--- src/rtl/dmem_arb_pkg.sv ---
// dmem_arb_pkg: arbiter state encoding, default sizes and counter width helper
package dmem_arb_pkg;
  typedef enum logic {S_CPU, S_HOST} arb_state_e;
  localparam int AW_DEF = 16;
  localparam int DW_DEF = 32;
  localparam int HOST_MAX_WAIT_DEF = 8;
  localparam int BURST_MAX_DEF = 16;
  function automatic int cnt_w(input int n);
    return n > 2 ? $clog2(n) : 1;
  endfunction
endpackage

--- src/rtl/dmem_arbiter.sv ---
// dmem_arbiter: shares single-port data memory between CPU MEM stage (priority) and a host burst port
module dmem_arbiter
  import dmem_arb_pkg::*;
#(
  parameter int AW = AW_DEF,
  parameter int DW = DW_DEF,
  parameter int HOST_MAX_WAIT = HOST_MAX_WAIT_DEF,
  parameter int BURST_MAX = BURST_MAX_DEF
) (
  input  logic          clk,
  input  logic          rst_n,
  input  logic          c_req,
  input  logic          c_we,
  input  logic [AW-1:0] c_addr,
  input  logic [DW-1:0] c_wdata,
  output logic [DW-1:0] c_rdata,
  output logic          c_stall,
  input  logic          h_valid,
  output logic          h_ready,
  input  logic          h_we,
  input  logic [AW-1:0] h_addr,
  input  logic [DW-1:0] h_wdata,
  input  logic          h_last,
  output logic          h_rvalid,
  output logic [DW-1:0] h_rdata,
  output logic [AW-1:0] m_addr,
  output logic          m_we,
  output logic [DW-1:0] m_wdata,
  input  logic [DW-1:0] m_rdata
);
  localparam int WW = cnt_w(HOST_MAX_WAIT);
  localparam int BW = cnt_w(BURST_MAX);
  arb_state_e state;
  logic [WW-1:0] wait_cnt;
  logic [BW-1:0] beat_cnt;
  logic c_gnt, h_gnt, starve, burst_end;
  always_comb begin
    c_gnt = state == S_CPU && c_req;
    h_gnt = state == S_HOST ? h_valid : h_valid && !c_req;
    starve = wait_cnt == WW'(HOST_MAX_WAIT - 1);
    burst_end = h_last || beat_cnt == BW'(BURST_MAX - 1);
  end
  assign c_stall = c_req && !c_gnt;
  assign h_ready = h_gnt;
  assign c_rdata = m_rdata;
  assign m_addr  = c_gnt ? c_addr : h_addr;
  assign m_we    = c_gnt ? c_we : h_gnt && h_we;
  assign m_wdata = c_gnt ? c_wdata : h_wdata;
  always_ff @(posedge clk or negedge rst_n) begin
    if (!rst_n) begin
      state <= S_CPU;
      wait_cnt <= '0;
      beat_cnt <= '0;
      h_rvalid <= 1'b0;
      h_rdata <= '0;
    end else begin
      h_rvalid <= h_gnt && !h_we;
      if (h_gnt && !h_we) h_rdata <= m_rdata;
      if (state == S_CPU) begin
        if (c_req && h_valid) begin
          wait_cnt <= starve ? '0 : wait_cnt + 1'b1;
          if (starve) begin
            state <= S_HOST;
            beat_cnt <= '0;
          end
        end else wait_cnt <= '0;
        if (h_gnt && !h_last && BURST_MAX > 1) begin
          state <= S_HOST;
          beat_cnt <= BW'(1);
        end
      end else if (h_valid && !burst_end) beat_cnt <= beat_cnt + 1'b1;
      else begin
        state <= S_CPU;
        beat_cnt <= '0;
      end
    end
  end
endmodule

--- config.mk ---
export PLATFORM = sky130hd
export DESIGN_NAME = dmem_arbiter
export DESIGN_NICKNAME = d
export VERILOG_FILES = /design/src/rtl/dmem_arb_pkg.sv /design/src/rtl/dmem_arbiter.sv
export SDC_FILE = /design/constraint.sdc
export NUM_CORES = 1
export LEC_CHECK = 0
export ABC_AREA = 1
export CAP_MARGIN = 25
export CORE_AREA = 2 2 97 99
export CTS_CLUSTER_SIZE = 8
export DETAILED_ROUTE_END_ITERATION = 10
export DIE_AREA = 0 0 99 101
export DONT_BUFFER_PORTS = 1
export SYNTH_ARGS = -nofsm -noshare
export SYNTH_HDL_FRONTEND = slang
export SYNTH_SLANG_ARGS = --single-unit
export TNS_END_PERCENT = 50
--- constraint.sdc ---
create_clock -name clk -period 1.35 [get_ports clk]
set_input_delay 0.27 -clock clk [delete_from_list [all_inputs] [get_ports clk]]
set_output_delay 0.27 -clock clk [all_outputs]
set_load 0.05 [all_outputs]
Yosys cells after proc, flatten, opt, wreduce, memory -nomap -nowiden
Cells that the tools add are included.

Register bits: 41. Word-level logic and storage cells: 43. Input port bits: 135. Output and inout bits: 116.

Muxes and demuxes: 16. Bitwise operators: 1. Eq/ne operators: 2. Reduce and logical (&&, ||, !) cells: 17. Add/sub/neg operators: 2.

Operator list (number): $mux W32 (1); $mux W4 (5); $mux W16 (1); $logic_and A1 B1 Y1 (8); $mux W1 (7); $mux W3 (2); $reduce_bool A3 Y1 (2); $logic_not A1 Y1 (5); $add A4 B1 Y4 const B (1); $eq A4 B4 Y1 const B (1); $add A3 B1 Y3 const B (1); $eq A3 B3 Y1 const B (1); $reduce_and A2 Y1 (1); $logic_or A1 B1 Y1 (1); $not A1 Y1 (1).

Longest topological paths before layout
Gate-level depths: netlist of run 1.

Depth in word-level cells: 6. Mapped depth: 10. Gate-level depth less buffers: 8.

Worst setup path before layout of run 1
No wires, ideal clock.

Kind: register to output. Start: reg state. End: out m_we. Slack: -0.629 ns. Stages on the path, launching flop included: 6. Data required time: 1.080 ns. Arrival: 1.709 ns. Buffers on the path: 1. Cells stage by stage: dfrtp_1 > buf_6 > inv_4 > nand2_8 > nand2_4 > o21ai_0.

Cells in the longest elaborated chain, start to end: 3. Elaborated cells between the ends (all ways): 5. Those cells by class: mux: 2; bitwise: 1; reduce/logical: 2.

RTL lines: start: declaration (RTL line dmem_arbiter.sv:33) `arb_state_e state;`; start signal: assignment (RTL line dmem_arbiter.sv:51) `state <= S_CPU;`; start signal: assignment (RTL line dmem_arbiter.sv:63) `state <= S_HOST;`; start signal: assignment (RTL line dmem_arbiter.sv:68) `state <= S_HOST;`; $mux W1 or $not A1 Y1 (tied branches); $logic_and A1 B1 Y1 (on tied branches) (RTL line dmem_arbiter.sv:47, dmem_arbiter.sv:38); $mux W1 (*) (RTL line dmem_arbiter.sv:47) `assign m_we = c_gnt ? c_we : h_gnt && h_we;`; end: declaration (RTL line dmem_arbiter.sv:27) `output logic m_we,`.

Every way passes the cells marked *; elsewhere a longest branch is shown, timed or not.

Final worst setup path of run 1
Start: reg state. End: out m_addr[3].

Cells in the longest elaborated chain, start to end: 3.

RTL lines: $not A1 Y1; $logic_and A1 B1 Y1 (RTL line dmem_arbiter.sv:38) `c_gnt = state == S_CPU && c_req;`; $mux W16 (RTL line dmem_arbiter.sv:46) `assign m_addr = c_gnt ? c_addr : h_addr;`; end: declaration (RTL line dmem_arbiter.sv:26) `output logic [AW-1:0] m_addr,`.

No other way between the ends.

==> results.tsv, run 1 <==
stage	metric	value	unit
status	status	finished, violations left	
status	failing checks	setup timing	
min_path	Hold Crit Class	primary input to flip-flop	
clock_network	TritonCTS Buffers	5	
detailed_routing	DRT Pass-1 Iters	4	
floorplan	Die Area	9999	µm²
power_and_ir_drop	Max VDD drop	0.0007271	V
grt	first-pass GRT wire length	11.73	mm
detailed_routing	via count	2276	
layout	share of cells above drive strength 1	0.3579	
logic_synthesis	Yosys Warn Count	0	
timing	post-route minimum period	1.621	ns
detailed_routing	Vias per Instance	4.771	
timing	actual slew at the worst max-slew pin	0.4930	ns
layout	post-route cell area	3401	µm²
setup_path	CP Class	flip-flop to primary output	
power_and_ir_drop	Power Density	1370	nW/µm²
setup_path	Req. time, crit path	1.08	ns
setup_path	Max FO, Critical Path	17	
floorplan	Initial Utilization	0.2885	
logic_synthesis	syn_nets	525	
timing	Setup Skew	0.007533	ns
timing	RSZ-0062 raised after global routing	yes	
clock_network	Worst-path clk slew	0.09	ns
power_and_ir_drop	sw power	2300	µW
grt	initial antenna violation count	0	
layout	nets	503	
clock_network	total clock sinks	41	
floorplan	Die Ht	101	µm
clock_network	Root Driver	clkbuf_8	
floorplan	row count	35	
placed_design	gpl congestion	0.7654	
timing	Worst slew margin	0.6713	
layout	ant diodes	0	
timing	Tcrit/Tclk final	1.201	
layout	Final Util	0.3788	
clock_network	Skew-Pair Late Insertion Delay	0.29	ns
layout	Area Overhead vs Synth	31.30	%
min_path	Hold Crit Start	m_rdata[16]	
floorplan	IO Count	251	
detailed_routing	DRT iter0 DRCs	84	
detailed_routing	Met2 Wirelength	4.137	mm
power_and_ir_drop	internal cell power	2360	µW
power_and_ir_drop	Comb power frac	0.324	
clock_network	CTS tree	yes	
setup_path	crit start category	flip-flop	
grt	gr ovfl total	0	
power_and_ir_drop	leakage power	0.001716	µW
timing	max-slew violation count	0	
logic_synthesis	syn_area_per_cell	6.692	µm²
detailed_routing	WL met3	831	µm
logic_synthesis	area of the mapped netlist	2590	µm²
power_and_ir_drop	Reg power frac	0.464	
setup_path	R2R setup slack	0.01	ns
setup_path	crit path DAT	1.35	ns
detailed_routing	post-route ant nets	0	
placed_design	# port buffers	0	
grt	vias in the first global route	2325	
setup_path	CP Capture Type	primary output	
grt	largest net degree at the start of global routing	42	
detailed_routing	WL met1	2.766	mm
logic_synthesis	sequential share of the synthesized area	0.3961	
setup_path	FF-to-FF Start	state	
timing	final setup fails	51	
floorplan	core area	8977	µm²
floorplan	chip width	99	µm
timing	Fin Setup TNS	-12.48	ns
placed_design	dpl hpwl	6.246	mm
setup_path	Worst Setup SP	state	
grt	Global Route Usage Sum	0.1514	
placed_design	Area after DPL	2907	µm²
logic_synthesis	Yosys cell types	16	
power_and_ir_drop	Switching Share	0.4936	
detailed_routing	drt drc	0	
timing	Fmax	617.0	MHz
detailed_routing	highest routing layer actually used	met4	
clock_network	H-tree Lvls	2	
detailed_routing	total wire length	7.919	mm
clock_network	Clock Tree Buf Depth	2	
timing	Final Hold Viols	0	
layout	Fillers	925	
job	Max-Cap Viols	0	
power_and_ir_drop	clock network fraction of design power	0.212	
detailed_routing	DR WL/cell	16.60	µm
logic_synthesis	flops & latches, synth	41	
logic_synthesis	Cells after Synth	387	
timing	final critical-path setup slack	-0.2708	ns
[path summary, 6_finish.rpt]
check	to	depth (start not counted)
hold reg to reg	wait_cnt[0]	1
max in group asynchronous	h_rdata[27]	2
hold / removal	h_rdata[16]	2
setup / recovery	m_addr[3]	5
min in group asynchronous	h_rdata[21]	2
setup reg to reg	h_rdata[31]	9
[Yosys cell counts, drive strengths merged]
| master | n | area share |
|---|---|---|
| nand3 | 9 | 0.017 |
| buf | 46 | 0.13 |
| ha | 3 | 0.014 |
| nor2 | 5 | 0.0072 |
| inv | 12 | 0.020 |
| nand2 | 258 | 0.39 |
| clkbuf | 3 | 0.0043 |
| o21ai | 7 | 0.014 |
| dfrtp | 41 | 0.40 |
| nand4 | 3 | 0.0072 |
[worst max-delay path, cell delays in order (launching register included)]
cell and delay, ns:
dfrtp_1 0.42, inv_6 0.06, nand2_8 0.09, buf_6 0.20, nand2_1 0.12, nand2_4 0.18
[logic make-up (layout without fill, tap and decap cells)]
kind of cell	count (synthesis)	after routing	synth area share
flops	41	41	0.3961
fa+ha+maj	3	3	0.01449
compound gates	7	7	0.01353
simple gates	275	275	0.4179
buf+inv	61	40	0.1580
[layout by cell type, fill, tap and decap left out, types with 7 or more instances in the layout]
cell,Yosys,routed
nand2_2,0,40
inv_1,8,8
nand2_4,2,45
nand2_1,255,160
nand3_1,9,8
dfrtp_1,41,41
nand2_8,1,13
buf_4,36,7
[area by class of cell]
class / instances / area, µm² / share of cell area
multi-input combinational: 285 / 1789 / 0.5261
clock inverter: 3 / 46.29 / 0.01361
sequential: 41 / 1026 / 0.3017
tap: 111 / 138.9 / 0.04084
inverter: 12 / 70.07 / 0.02060
timing repair buffer: 20 / 261.5 / 0.07689
clock buffer: 5 / 68.82 / 0.02024
[through the flow]
stage | worst slack [ns] | std cells | total power, µW | hold WS (ns)
2_1_floorplan | -0.02782 | 387 | 3588 | -0.02559
5_1_grt | -0.3296 | 477 | 4888 | 0.06586
3_3_place_gp | -0.08997 | 462 | 3492 | -0.02452
4_1_cts | -0.3197 | 478 | 4714 | 0.06496
3_5_place_dp | -0.1025 | 462 | 3521 | -0.02467
6_report | -0.2708 | 477 | 4660 | 0.07988
[flip-flops by register name, indices dropped and copies added (netlist names)]
signal / cells
h_rdata: 32
beat_cnt: 4
wait_cnt: 3
h_rvalid: 1
state: 1
[metal layers]
metal  GRT usage  vias to the layer above
met5           0                        -
met1      0.1585                     1018
met2      0.2765                      156
met3     0.05548                       18
met4     0.05690                        0
li1            -                     1084
[repair_timing]
item,CTS,global route
buffers inserted,4,0
hold endpoints to repair,41,0
gates resized for setup,55,22
setup endpoints to repair,59,87
gates cloned,2,0
hold buffers,2,0
pin swaps,27,13
[power groups by stage]
stage,sequential [µW],combinational (µW),clock [µW]
final,2160,1510,988
after global routing,2190,1610,1090
after CTS,2170,1510,1040
after detailed placement,2180,1340,0
after global placement,2190,1300,0
after floorplan,2150,1440,0
Power figures use the tool's default switching activity.
==> run 2: changes to the inputs <==
==> constraint.sdc (replaced) <==
create_clock -name clk -period 1.4 [get_ports clk]
set_input_delay 0.21 -clock clk [delete_from_list [all_inputs] [get_ports clk]]
set_output_delay 0.21 -clock clk [all_outputs]
set_load 0.05 [all_outputs]
==> run 2 against run 1 <==
Compared with the run above:
- the flow still finishes with violations (setup timing)
- flip-flop and latch count stayed put
- die area stayed put
- non-clock buffer count is 31 higher
- clock power is 9.1% lower
- setup slack better by 0.060 ns
- hold slack worse by 0.050 ns
- cell count is 6.3% higher
- sequential share of layout area is 2.3 points lower
- count of clock-buffer cells in the layout stayed put
- total power is 1.3% higher
- critical path depth is 1 higher
- critical endpoint is now m_wdata[17]
- highest routed layer unchanged
==> results.tsv, run 2 (same netlist as run 1, synthesis figures left out) <==
stage	metric	value	unit
timing	actual slew at the worst max-slew pin	0.4950	ns
floorplan	Die Area	9999	µm²
timing	final critical-path setup slack	-0.2104	ns
clock_network	H-tree Lvls	2	
setup_path	FF-to-FF Start	state	
layout	Area Overhead vs Synth	41.93	%
layout	Sequential Area	1026	µm²
clock_network	total clock sinks	41	
layout	biggest regs	h_rdata x32, beat_cnt x4, wait_cnt x3	
layout	most frequent cells in the layout	195 x nand2_1, 45 x nand2_2, 41 x dfrtp_1, 38 x buf_12, 14 x nand2_4	
clock_network	TritonCTS Buffers	5	
placed_design	Placed Cells	493	
job	Max-Cap Viols	0	
timing	Worst slew margin	0.6700	
detailed_routing	post-route ant nets	0	
setup_path	Critical Path Max Stage Delay	0.41	ns
detailed_routing	DRT iter0 DRCs	103	
detailed_routing	Vias per Instance	4.714	
setup_path	critical path, cell by cell	inv_4 -> nand2_8 -> buf_16 -> nand2_1 -> nand2_2 -> buf_12	
clock_network	Clock Tree Buf Depth	2	
timing	Hold Slack	0.03023	ns
setup_path	Req. time, crit path	1.19	ns
setup_path	Top delay family on crit path	buffers and inverters	
status	status	finished, violations left	
timing	Tcrit/Tclk final	1.150	
setup_path	crit start category	flip-flop	
detailed_routing	drt drc	0	
power_and_ir_drop	leakage power	0.001907	µW
min_path	Hold Crit Start	m_rdata[0]	
clock_network	CTS tree	yes	
layout	area of the multi-input gates	1415	µm²
grt	vias in the first global route	2288	
layout	max reg flops	32	
clock_network	Root Driver	clkbuf_8	
min_path	Hold Crit Class	primary input to flip-flop	
grt	largest net degree at the start of global routing	42	
floorplan	row count	35	
grt	Global Route Usage Sum	0.1510	
setup_path	CP Capture Type	primary output	
power_and_ir_drop	Max VDD drop	0.0007990	V
layout	Fillers	877	
floorplan	core area	8977	µm²
detailed_routing	DRT Pass-1 Iters	4	
placed_design	# port buffers	0	
timing	Fmax	621.0	MHz
setup_path	Max FO, Critical Path	24	
clock_network	Skew-Pair Late Insertion Delay	0.28	ns
setup_path	CP max stage cell	dfrtp_1	
placed_design	dpl ws	-0.1029	ns
floorplan	Initial Utilization	0.2885	
layout	share of cells above drive strength 1	0.3182	
placed_design	dpl hpwl	6.188	mm
clock_network	Worst-path clk slew	0.08	ns
grt	initial antenna violation count	0	
timing	max-slew violation count	0	
detailed_routing	via count	2390	
layout	fin cells	507	
timing	Final Hold Viols	0	
floorplan	chip width	99	µm
timing	Setup Skew	0.003458	ns
setup_path	Worst Setup SP	state	
grt	first-pass GRT wire length	11.71	mm
timing	RSZ-0062 raised after global routing	yes	
floorplan	Die Ht	101	µm
layout	commonest non-fill, non-tap cell in the layout	nand2_1	
layout	nets	534	
setup_path	Buffers & Inverters on Critical Path	3	
floorplan	IO Count	251	
placed_design	gpl congestion	0.8147	
setup_path	CP Class	flip-flop to primary output	
power_and_ir_drop	Power Density	1284	nW/µm²
layout	ant diodes	0	
placed_design	Area after DPL	3289	µm²
status	failing checks	setup timing	
detailed_routing	total wire length	8.078	mm
detailed_routing	DR WL/cell	15.93	µm
layout	post-route cell area	3676	µm²
layout	Top reg by flops	h_rdata	
timing	final setup fails	51	
timing	post-route minimum period	1.610	ns
setup_path	crit path DAT	1.40	ns
grt	gr ovfl total	0	
[run 2: repair_timing]
item | CTS | global route
gates cloned | 3 | 0
hold endpoints to repair | 41 | 0
gates resized for setup | 47 | 10
pin swaps | 6 | 5
hold buffers | 2 | 0
setup endpoints to repair | 84 | 85
buffers inserted | 1 | 1
[run 2: layer usage]
metal  up-vias  global-route usage  part of all wire
li1       1147                   -                 -
met1      1065              0.1691              0.36
met2       168              0.2723              0.51
met3        10             0.04854              0.11
met4         0             0.04742             0.016
met5         -                   0                 0
[run 2: metrics by stage]
stage | utilization | power [µW] | setup TNS, ns
after global routing | 0.4095 | 4922 | -13.40
after detailed placement | 0.3664 | 3694 | -2.584
final | 0.4095 | 4720 | -8.835
after CTS | 0.4049 | 4752 | -10.74
after floorplan | - | 3316 | -1.795
after global placement | 0.3664 | 3679 | -0.7979
[run 2: final cells by class]
cell class,count,share of cell area
Sequential cell,41,0.2791
Multi-Input combinational cell,285,0.3850
Clock inverter,2,0.009530
Inverter,12,0.01906
Clock buffer,5,0.01872
Timing Repair Buffer,51,0.2509
Tap cell,111,0.03778
[run 2: power breakdown]
| group | internal [µW] | switching (µW) |
|---|---|---|
| logic | 680 | 1060 |
| registers | 1350 | 731 |
| clock network | 518 | 380 |
[run 2: path summary, 6_finish.rpt]
check,end,slack (ns),cells past startpoint
setup / recovery,m_wdata[17],-0.21,6
hold / removal,h_rdata[0],0.03,2
setup reg to reg,h_rdata[8],0.01,9
hold reg to reg,wait_cnt[0],0.50,1
max in group asynchronous,h_rdata[26],0.83,2
min in group asynchronous,h_rdata[15],0.38,2
==> run 3: changes to the inputs <==
==> constraint.sdc (replaced) <==
create_clock -name clk -period 1.4 [get_ports clk]
set_input_delay 0.21 -clock clk [delete_from_list [all_inputs] [get_ports clk]]
set_output_delay 0.21 -clock clk [all_outputs]
set_load 0.1 [all_outputs]
==> run 3 against run 2 <==
Compared with the run above:
- the flow still finishes with violations (setup timing)
- via count rose by 6.7%
- fmax fell by 3.5%
- total power rose by 41%
- count of clock-buffer cells in the layout did not move
- non-clock buffer count rose by 26
- cell count rose by 5.3%
- clock power rose by 25%
- sequential power fell by 31%
- critical path depth rose by 1
- sequential share of layout area fell by 4.8 points
- utilization rose by 8.5 points
- setup slack got worse by 0.059 ns
==> results.tsv, run 3 (same netlist as run 1, synthesis figures left out) <==
stage	metric	value	unit
grt	gr ovfl total	0	
layout	share of cells above drive strength 1	0.4728	
timing	Final Hold Viols	0	
clock_network	H-tree Lvls	2	
setup_path	Max FO, Critical Path	9	
layout	max reg flops	32	
clock_network	Root Driver	clkbuf_8	
power_and_ir_drop	Reg power frac	0.216	
detailed_routing	total wire length	9.072	mm
timing	post-route minimum period	1.670	ns
timing	Fmax	599.0	MHz
setup_path	Req. time, crit path	1.19	ns
status	status	finished, violations left	
timing	actual slew at the worst max-slew pin	0.3010	ns
placed_design	# port buffers	0	
detailed_routing	drt drc	0	
setup_path	depth of the worst register-to-register path	9	
power_and_ir_drop	internal cell power	3043	µW
grt	vias in the first global route	2537	
layout	Top reg by flops	h_rdata	
power_and_ir_drop	clock network fraction of design power	0.168	
power_and_ir_drop	Power Density	1494	nW/µm²
clock_network	Worst-path clk slew	0.08	ns
detailed_routing	DRT Pass-1 Iters	4	
floorplan	Initial Utilization	0.2885	
layout	Sequential Area	1026	µm²
clock_network	TritonCTS Buffers	5	
floorplan	core area	8977	µm²
min_path	Hold Path Depth	2	
layout	biggest regs	h_rdata x32, beat_cnt x4, wait_cnt x3	
timing	Worst slew margin	0.7993	
layout	nets	560	
floorplan	row count	35	
floorplan	chip width	99	µm
placed_design	gpl congestion	0.8670	
timing	Setup Skew	0.006600	ns
detailed_routing	Vias per Instance	4.773	
floorplan	Die Ht	101	µm
layout	Area Overhead vs Synth	71.45	%
detailed_routing	DRT iter0 DRCs	81	
timing	Hold Slack	0.03021	ns
setup_path	CP Capture Type	primary output	
clock_network	Skew-Pair Late Insertion Delay	0.29	ns
setup_path	crit start category	flip-flop	
clock_network	total clock sinks	41	
clock_network	CTS tree	yes	
power_and_ir_drop	Switching Share	0.5413	
placed_design	dpl ws	-0.2688	ns
min_path	Hold Crit Class	primary input to flip-flop	
layout	ant diodes	0	
placed_design	dpl hpwl	7.094	mm
timing	RSZ-0062 raised after global routing	yes	
layout	Fillers	842	
power_and_ir_drop	Max VDD drop	0.0009198	V
power_and_ir_drop	leakage power	0.002212	µW
status	failing checks	setup timing	
detailed_routing	post-route ant nets	0	
grt	initial antenna violation count	0	
grt	first-pass GRT wire length	13.28	mm
job	Max-Cap Viols	0	
grt	Global Route Usage Sum	0.1683	
timing	Fin Setup TNS	-11.30	ns
layout	Final Util	0.4946	
clock_network	Clock Tree Buf Depth	2	
floorplan	Die Area	9999	µm²
setup_path	crit path DAT	1.46	ns
power_and_ir_drop	sw power	3591	µW
timing	final critical-path setup slack	-0.2696	ns
timing	Tcrit/Tclk final	1.193	
grt	largest net degree at the start of global routing	42	
power_and_ir_drop	Comb power frac	0.615	
layout	area of the multi-input gates	1984	µm²
layout	most frequent cells in the layout	149 x nand2_1, 42 x nand2_2, 41 x dfrtp_1, 40 x nand2_4	
detailed_routing	via count	2549	
layout	commonest non-fill, non-tap cell in the layout	nand2_1	
setup_path	CP Class	flip-flop to primary output	
floorplan	IO Count	251	
detailed_routing	DR WL/cell	16.99	µm
timing	max-slew violation count	0	
timing	final setup fails	51	
-- run 3: cell types whose count changed in the layout (fill, tap and decap cells not counted), sizes merged --
| cell | before | now |
|---|---|---|
| buf | 50 | 75 |
| bufinv | 1 | 2 |
| clkbuf | 5 | 6 |
-- run 3: critical path: stages, from the launching register on --
cell and delay (ns):
dfrtp_1 0.41, inv_4 0.09, nand2_8 0.09, clkinv_8 0.09, buf_8 0.13, nand2_2 0.09
nand2_4 0.08, buf_12 0.17
-- run 3: per-stage QoR --
step / instances / power [µW] / area, µm²
finish: 534 / 6634 / 4441
global route: 534 / 6858 / 4441
CTS: 532 / 6617 / 4237
detailed placement: 519 / 5361 / 3891
global placement: 519 / 5322 / 3891
floorplan: 387 / 4936 / 3204
-- run 3: final timing paths --
kind	startpoint	end	slack, ns
worst min register to register	wait_cnt[2]	wait_cnt[2]	0.51
worst max-delay path	state	m_wdata[7]	-0.27
max in group asynchronous	rst_n	h_rdata[12]	0.81
worst max register to register	state	h_rdata[30]	0.04
min in group asynchronous	rst_n	h_rdata[8]	0.39
worst min-delay path	m_rdata[7]	h_rdata[7]	0.03
-- run 3: timing repair --
| item | 4_1_cts | 5_1_grt |
|---|---|---|
| endpoints found under the setup margin | 50 | 84 |
| setup buffers | 2 | 1 |
| hold endpoints to repair | 41 | 0 |
| pin swaps | 13 | 9 |
| hold buffers | 2 | 0 |
| cloned | 1 | 1 |
| gates resized for setup | 41 | 49 |
-- run 3: power groups by stage --
| stage | combinational (µW) | clock [µW] | sequential, µW |
|---|---|---|---|
| floorplan | 2240 | 0 | 2700 |
| global placement | 3870 | 0 | 1450 |
| detailed placement | 3900 | 0 | 1460 |
| CTS | 4030 | 1150 | 1440 |
| global route | 4220 | 1190 | 1450 |
| finish | 4080 | 1120 | 1430 |
-- run 3: cell type report --
cell class	count	area share
multi-input cells	285	0.4469
repair buffers	77	0.2454
flip-flops and latches	41	0.2311
well taps	111	0.03128
clock buffers	5	0.01550
inverters	12	0.01522
clock inverters	3	0.01465
-- run 3: routing by layer --
layer  share of wire  GRT usage  vias up
li1                -          -     1203
met1            0.33     0.1745     1165
met2            0.56     0.3306      170
met3           0.091    0.04369       11
met4           0.017    0.04847        0
met5               0          0        -
